$ cat config.mk
export PLATFORM = sky130hd
export DESIGN_NAME = serializer
export DESIGN_NICKNAME = d
export VERILOG_FILES = /design/src/rtl/serializer.sv
export SDC_FILE = /design/constraint.sdc
export NUM_CORES = 1
export LEC_CHECK = 0
export ABC_AREA = 1
export BUFFER_PORTS_ARGS = -buffer_cell sky130_fd_sc_hd__buf_2
export CAP_MARGIN = 20
export CELL_PAD_IN_SITES_DETAIL_PLACEMENT = 0
export CELL_PAD_IN_SITES_GLOBAL_PLACEMENT = 2
export CORE_AREA = 2 2 71 73
export DETAILED_ROUTE_END_ITERATION = 8
export DIE_AREA = 0 0 73 75
export HOLD_SLACK_MARGIN = 0.1
export PLACE_DENSITY_LB_ADDON = 0.1
export SYNTH_ARGS = -nofsm -noshare
export SYNTH_HDL_FRONTEND = slang
export SYNTH_SLANG_ARGS = --single-unit
$ cat constraint.sdc
create_clock -name clk -period 1.8 [get_ports clk]
set_clock_uncertainty 0.15 [all_clocks]
set_input_delay 0.09 -clock clk [delete_from_list [all_inputs] [get_ports clk]]
set_output_delay 0.09 -clock clk [all_outputs]
set_load 0.01 [all_outputs]
$ cat src/rtl/serializer.sv
// rtl/serializer.sv - SPI mode-0 return-path transmitter with a one-word buffer (optional header bit: SERIALIZER_VALID_HDR_EN)
module serializer #(
    parameter int DATAW = 8
) (
    input  logic             clk,
    input  logic             rst_n,
    input  logic             spi_clk,
    input  logic             cs_n,
    input  logic [DATAW-1:0] data_in,
    input  logic             valid_in,
    output logic             ready_out,
    output logic             miso,
    output logic             tx_done
);

`ifdef SERIALIZER_VALID_HDR_EN
    localparam int FRAMEW = DATAW + 1;
`else
    localparam int FRAMEW = DATAW;
`endif
    localparam int              CNTW      = $clog2(FRAMEW + 1);
    localparam logic [CNTW-1:0] FRAME_CNT = CNTW'(FRAMEW);

    localparam logic [1:0] ST_IDLE  = 2'd0;
    localparam logic [1:0] ST_SHIFT = 2'd1;
    localparam logic [1:0] ST_DONE  = 2'd2;

    logic              sck_s1, sck_s2, sck_h;
    logic              cs_s1, cs_s2, cs_h;
    logic [1:0]        state;
    logic [DATAW-1:0]  hold_reg;
    logic              full;
    logic              loaded;
    logic [FRAMEW-1:0] shift_reg;
    logic [FRAMEW-1:0] frame_load;
    logic [CNTW-1:0]   bit_cnt;
    logic [CNTW-1:0]   cnt_inc;
    logic              sck_rise, sck_fall, cs_fall, cs_rise;

    assign sck_rise = sck_s2 & ~sck_h;
    assign sck_fall = ~sck_s2 & sck_h;
    assign cs_fall  = ~cs_s2 & cs_h;
    assign cs_rise  = cs_s2 & ~cs_h;
    assign cnt_inc  = bit_cnt + 1'b1;

    // An empty frame shifts zeros; with the header enabled the first bit flags a real word.
`ifdef SERIALIZER_VALID_HDR_EN
    assign frame_load = full ? {1'b1, hold_reg} : '0;
`else
    assign frame_load = full ? hold_reg : '0;
`endif

    assign ready_out = rst_n & ~full;
    assign miso      = (state == ST_SHIFT) ? shift_reg[FRAMEW-1] : 1'b0;

    always_ff @(posedge clk) begin
        if (!rst_n) begin
            sck_s1    <= 1'b0;
            sck_s2    <= 1'b0;
            sck_h     <= 1'b0;
            cs_s1     <= 1'b1;
            cs_s2     <= 1'b1;
            cs_h      <= 1'b1;
            state     <= ST_IDLE;
            hold_reg  <= '0;
            full      <= 1'b0;
            loaded    <= 1'b0;
            shift_reg <= '0;
            bit_cnt   <= '0;
            tx_done   <= 1'b0;
        end else begin
            sck_s1  <= spi_clk;
            sck_s2  <= sck_s1;
            sck_h   <= sck_s2;
            cs_s1   <= cs_n;
            cs_s2   <= cs_s1;
            cs_h    <= cs_s2;
            tx_done <= 1'b0;

            // Completion only clears full when it was set, so it never collides with an accept.
            if (valid_in && !full) begin
                hold_reg <= data_in;
                full     <= 1'b1;
            end

            case (state)
                ST_IDLE: begin
                    if (cs_fall) begin
                        state     <= ST_SHIFT;
                        shift_reg <= frame_load;
                        bit_cnt   <= '0;
                        loaded    <= full;
                    end
                end
                ST_SHIFT: begin
                    if (cs_rise) begin
                        state <= ST_IDLE;
                    end else if (sck_rise) begin
                        if (bit_cnt != FRAME_CNT) begin
                            bit_cnt <= cnt_inc;
                        end
                        if (cnt_inc == FRAME_CNT) begin
                            state <= ST_DONE;
                            if (loaded) begin
                                tx_done <= 1'b1;
                                full    <= 1'b0;
                            end
                        end
                    end else if (sck_fall) begin
                        shift_reg <= {shift_reg[FRAMEW-2:0], 1'b0};
                    end
                end
                ST_DONE: begin
                    if (cs_rise) begin
                        state <= ST_IDLE;
                    end
                end
                default: state <= ST_IDLE;
            endcase
        end
    end

endmodule

==> summary.txt, run 1 <==
Critical path
  • CP Class: input pin to flop
  • CP startpoint: rst_n
  • Startpoint types: input pin
  • CP Max Fanout: 7
  • R2R Path Start: bit_cnt[0]
  • Worst Path Required: 1.82 ns
  • Critical path capture point type: flop
  • Critical Path AT: 1.65 ns

Global routing
  • GRT met2 Usage: 24.02%
  • GR Util met3: 4.016%
  • Vias in the first global route: 1332
  • Initial antenna violation count: 0
  • GRT Util Overall: 14.34%
  • Gr ovfl total: 0
  • Largest net degree at the start of global routing: 26
  • First-pass GRT wire length: 5.934 mm
  • Met1 Use GR: 17.11%
  • Gr busiest metal: met2

Drt
  • Detailed Routing Iterations Pass 1: 4
  • Wirelength per Cell: 11.20 um
  • Via count: 1318
  • Post-DRT Antenna Nets: 0
  • Vias per inst: 4.483
  • # DRC: 0
  • Final WL: 3.292 mm
  • Drt initial violations: 71

Floorplan
  • Core area: 0.004661 sq mm
  • # rows: 25
  • DIE AREA: 0.005475 sq mm
  • Die X-Extent: 73 um
  • Die Y: 75 um
  • Num ports: 16
  • Starting density of the core: 30.55%

STA
  • Final Max Tran Viols: 0
  • Fmax achieved: 0.6116 GHz
  • Slew headroom: 67.80%
  • Post-layout min period: 1.635 ns
  • Final Cycle Share: 90.84%
  • RSZ-0062 raised after global routing: no
  • Final setup fails: 0
  • Worst-Margin Slew: 0.4819 ns
  • Fin. Hold Viols: 0
  • Worst hold slack: 0.2625 ns
  • Final worst slack: 0.1650 ns
  • Fin Setup TNS: 0 ns

Power
  • Power per cell area: 864.8 mW/mm^2
  • Power, Total: 1.530 mW
  • Pleak: 0.8581 nW
  • Switch share: 26.26%
  • Sequential fraction of design power: 49.9%
  • Int Pwr: 1.128 mW
  • Sw Pwr: 401.7 uW
  • Clk pwr share: 35.5%
  • Combinational Power Share: 14.6%
  • Worst VDD drop: 0.3279 mV

Yosys
  • Compound-Gate Fraction of Synth Area: 8.699%
  • Post-synthesis xor/xnor area fraction: 0.6151%
  • Flops & latches, synth: 31
  • Fraction of the mapped netlist area in simple logic gates: 37.43%
  • Mapped Cells: 207
  • Synth unique cells: 20
  • Adder-cell area share of the yosys netlist: 1.757%
  • Multiplexer share of the synthesized area: 0%
  • Synthesized area: 0.001424 sq mm
  • Yosys warnings: 0
  • Post-Synthesis Mean Instance Area: 6.879 sq um
  • Syn nets: 222
  • Largest family of logic cells by synthesized area: simple AND/OR/NAND/NOR gates
  • Register area share after synthesis: 43.59%

Clock tree
  • H-Tree Level Count: 2
  • Clock sink count: 31
  • Hold Buf Count CTS: 13
  • Clock Pin Slew Worst Setup and Hold Paths: 0.06 ns
  • TritonCTS clock tree: yes
  • Total CTS buffers: 5
  • Post-CTS setup repair buffer count: 0
  • Clock root cell: clkbuf_8
  • Post-CTS sizing: 0
  • Clk_lat worst skew: 0.27 ns
  • CTS max path bufs: 2

Layout
  • Final Cell Area: 0.001769 sq mm
  • N_diodes: 0
  • Final net count: 255
  • Multi-input gate area: 690.7 sq um
  • Layout cells sized above 1: 14.58%
  • Fillcell total: 492
  • Finished Layout Cells: 294
  • Post-layout util: 37.96%
  • Area Growth Syn to Fin: 24.25%
  • Flip-flop and latch area: 620.6 sq um

Run
  • Number of max-cap violations: 0

Placement
  • DP HPWL: 2.328 mm
  • Port Buffers: 15
  • GPL Wtd Cong: 0.8334
  • Placed Instance Area: 0.001551 sq mm
  • Dpl ws: 0.2657 ns
  • Cells after DPL: 274

Status
  • Status: completed

Hold path
  • Min-delay worst type: flop to flop
  • HP Start: sck_s1
-- cell usage in the layout (no fill, tap or decap), drive strengths merged, types with 2 or more instances in the layout --
cell type     n
dlygate4sd3  13
nor2         47
o21ai        18
or2           2
ha            2
dfxtp        31
nand3        18
nand4         2
nand2        55
nor3          2
clkbuf        6
a21oi         3
inv          20
buf          18
-- layout make-up --
class                   instances  share of cell area (%)
clock buffers                   6                   4.668
clock inverters                 1                  0.2829
inverters                      20                   4.243
multi-input cells             151                   39.04
flip-flops and latches         31                   35.08
well taps                      54                   3.819
repair buffers                 31                   12.87
-- Yosys cell counts --
| cell type | number | area share [%] |
|---|---|---|
| nand2_2 | 2 | 0.88 |
| or2_2 | 2 | 0.88 |
| ha_1 | 2 | 1.8 |
| nand3_2 | 1 | 0.70 |
| inv_2 | 2 | 0.53 |
| xor2_1 | 1 | 0.62 |
| inv_1 | 18 | 4.7 |
| a21oi_1 | 3 | 1.1 |
| nand3_1 | 17 | 6.0 |
| nand2_1 | 52 | 14 |
| nor2_4 | 1 | 0.79 |
| buf_6 | 2 | 1.6 |
| nor3_1 | 2 | 0.70 |
| o21ai_0 | 18 | 6.3 |
| buf_2 | 3 | 1.1 |
| dfxtp_1 | 31 | 44 |
| a21boi_4 | 1 | 1.3 |
| nand2_4 | 1 | 0.79 |
| nand4_1 | 2 | 0.88 |
| nor2_1 | 46 | 12 |
-- power by group through the flow --
stage	Combinational (mW)	Clock (mW)	Sequential [mW]
global route	0.266	0.600	0.770
global placement	0.203	0	0.779
detailed placement	0.203	0	0.779
CTS	0.226	0.573	0.764
finish	0.223	0.543	0.764
floorplan	0.154	0	0.771
-- cell families after synthesis --
| kind of cell | after synthesis |
|---|---|
| compound gates | 22 |
| xor+xnor | 1 |
| fa+ha+maj | 2 |
| buf+inv | 25 |
| flops | 31 |
| simple gates | 126 |
-- final timing paths --
path / to / slack, ns / cells past startpoint
max: cs_s1 / 0.16 / 5
min: sck_s2 / 0.26 / 2
max reg2reg: bit_cnt[0] / 0.24 / 9
min reg2reg: sck_s2 / 0.26 / 2
-- metal layers --
metal	wire (um)	part of all wire, %	vias up
met5	0	0	-
met4	59	1.8	0
met3	117	3.6	9
met2	1521	46	19
met1	1594	48	581
li1	-	-	709
-- critical path: stages --
cell,delay [ns]
dlygate4sd3_1,0.52
buf_2,0.10
inv_1,0.10
or2_2,0.29
dlygate4sd3_1,0.55
(Power assumes the default switching activity.)
==> run 2, diff against run 1 <==
MAX_ROUTING_LAYER = met4   (was not set)
==> summary.txt, run 2 (synthesized netlist as in run 1, its figures left out) <==
Floorplan
  • Core area: 0.004661 sq mm (unchanged)
  • Die X-Extent: 73 um (unchanged)
  • Num ports: 16 (unchanged)
  • DIE AREA: 0.005475 sq mm (unchanged)
  • # rows: 25 (unchanged)
  • Die Y: 75 um (unchanged)
  • Starting density of the core: 30.55% (unchanged)

Layout
  • Final net count: 255 (unchanged)
  • N_diodes: 0 (unchanged)
  • Area Growth Syn to Fin: 24.25% (unchanged)
  • Layout cells sized above 1: 14.58% (unchanged)
  • Post-layout util: 37.96% (unchanged)
  • Most frequent cells in the layout: nand2_1 (52), nor2_1 (46), dfxtp_1 (31)
  • Most common cell after layout, fill and taps aside: nand2_1

Power
  • Pleak: 0.8581 nW (unchanged)
  • Worst VDD drop: 0.3290 mV (+0.34%)
  • Int Pwr: 1.128 mW (about the same)
  • Combinational Power Share: 14.6% (about the same)
  • Clk pwr share: 35.6% (about the same)
  • Power, Total: 1.532 mW (+0.13%)
  • Switch share: 26.35% (+0.094 points)
  • Sw Pwr: 403.7 uW (+0.49%)
  • Sequential fraction of design power: 49.9% (about the same)
  • Power per cell area: 865.9 mW/mm^2 (+0.13%)

Critical path
  • Startpoint types: input pin
  • CP Max Fanout: 7 (unchanged)
  • Reg2Reg Depth: 9 (unchanged)
  • CP Class: input pin to flop
  • Critical path capture point type: flop
  • Worst Path Required: 1.81 ns (about the same)
  • Critical Path AT: 1.65 ns (about the same)
  • Setup slack, reg-to-reg: 0.25 ns (about the same)

STA
  • Final Cycle Share: 90.81% (about the same)
  • Slew headroom: 67.75% (about the same)
  • Post-layout min period: 1.635 ns (-0.0004010 ns)
  • RSZ-0062 raised after global routing: no
  • Final Max Tran Viols: 0 (unchanged)
  • Final setup fails: 0 (unchanged)
  • Worst-Margin Slew: 0.4826 ns (+0.0007654 ns)
  • Fin Setup TNS: 0 ns (unchanged)
  • Fin. Hold Viols: 0 (unchanged)
  • Fmax achieved: 0.6118 GHz (about the same)
  • Final worst slack: 0.1654 ns (+0.0004010 ns)
  • Worst hold slack: 0.2625 ns (+0.00003900 ns)

Hold path
  • Min-delay worst type: flop to flop
  • Hold Path Cell Cnt: 2 (unchanged)

Drt
  • Via count: 1320 (+0.15%)
  • Vias per inst: 4.490 (+0.15%)
  • Wirelength per Cell: 11.26 um (+0.52%)
  • Final WL: 3.309 mm (+0.52%)
  • Detailed Routing Iterations Pass 1: 4 (unchanged)
  • # DRC: 0 (unchanged)
  • Drt initial violations: 68 (-4.2%)
  • Post-DRT Antenna Nets: 0 (unchanged)

Clock tree
  • Clock Pin Slew Worst Setup and Hold Paths: 0.06 ns (about the same)
  • CTS max path bufs: 2 (unchanged)
  • Total CTS buffers: 5 (unchanged)
  • Clock root cell: clkbuf_8
  • Post-CTS setup repair buffer count: 0 (unchanged)
  • H-Tree Level Count: 2 (unchanged)
  • Clock sink count: 31 (unchanged)
  • Hold Buf Count CTS: 13 (unchanged)
  • TritonCTS clock tree: yes
  • Clk_lat worst skew: 0.27 ns (about the same)
  • Post-CTS sizing: 0 (unchanged)

Global routing
  • Gr ovfl total: 0 (unchanged)
  • First-pass GRT wire length: 5.940 mm (+0.10%)
  • Vias in the first global route: 1324 (-0.60%)
  • GRT Util Overall: 14.82% (+0.48 points)
  • Initial antenna violation count: 0 (unchanged)
  • Largest net degree at the start of global routing: 26 (unchanged)

Run
  • Number of max-cap violations: 0 (unchanged)

Status
  • Status: completed

Placement
  • Dpl ws: 0.2657 ns (unchanged)
  • Port Buffers: 15 (unchanged)
  • GPL Wtd Cong: 0.8462 (+1.5%)
  • DP HPWL: 2.328 mm (unchanged)
## run 2: cell counts in the layout (fill, tap and decap cells not counted)
Identical to the previous run, type by type.
## run 2: final timing paths
check,startpoint,endpoint
max,rst_n,cs_s1
min,sck_s1,sck_s2
max reg2reg,bit_cnt[0],bit_cnt[0]
min reg2reg,sck_s1,sck_s2
## run 2: critical path, cell delays in order
cell and delay [ns]:
dlygate4sd3_1 0.52, buf_2 0.10, inv_1 0.10, or2_2 0.29, dlygate4sd3_1 0.55
## run 2: per-layer routing
layer	wire (um)	part of all wire [%]	track usage, %
met3	130	3.9	4.016
met1	1599	48	17.27
met5	0	0	-
met4	59	1.8	6.584
met2	1520	46	23.92
## run 2: power by group through the flow
stage,Combinational [mW],Sequential [mW],Clock (mW)
2_1_floorplan,0.154,0.771,0
3_3_place_gp,0.203,0.779,0
3_5_place_dp,0.203,0.779,0
4_1_cts,0.226,0.764,0.573
5_1_grt,0.266,0.769,0.603
6_report,0.223,0.764,0.545
## run 2: layout make-up
class	instances	area, sq um
multi-input cells	151	690.7
clock inverters	1	5.005
clock buffers	6	82.58
flip-flops and latches	31	620.6
inverters	20	75.07
repair buffers	31	227.7
fillers	492	2892
well taps	54	67.56
## run 2: stage by stage
stage	cells	cell area [sq um]
after floorplan	207	1424
after global placement	274	1551
after detailed placement	274	1551
after CTS	294	1769
after global routing	294	1769
final	294	1769
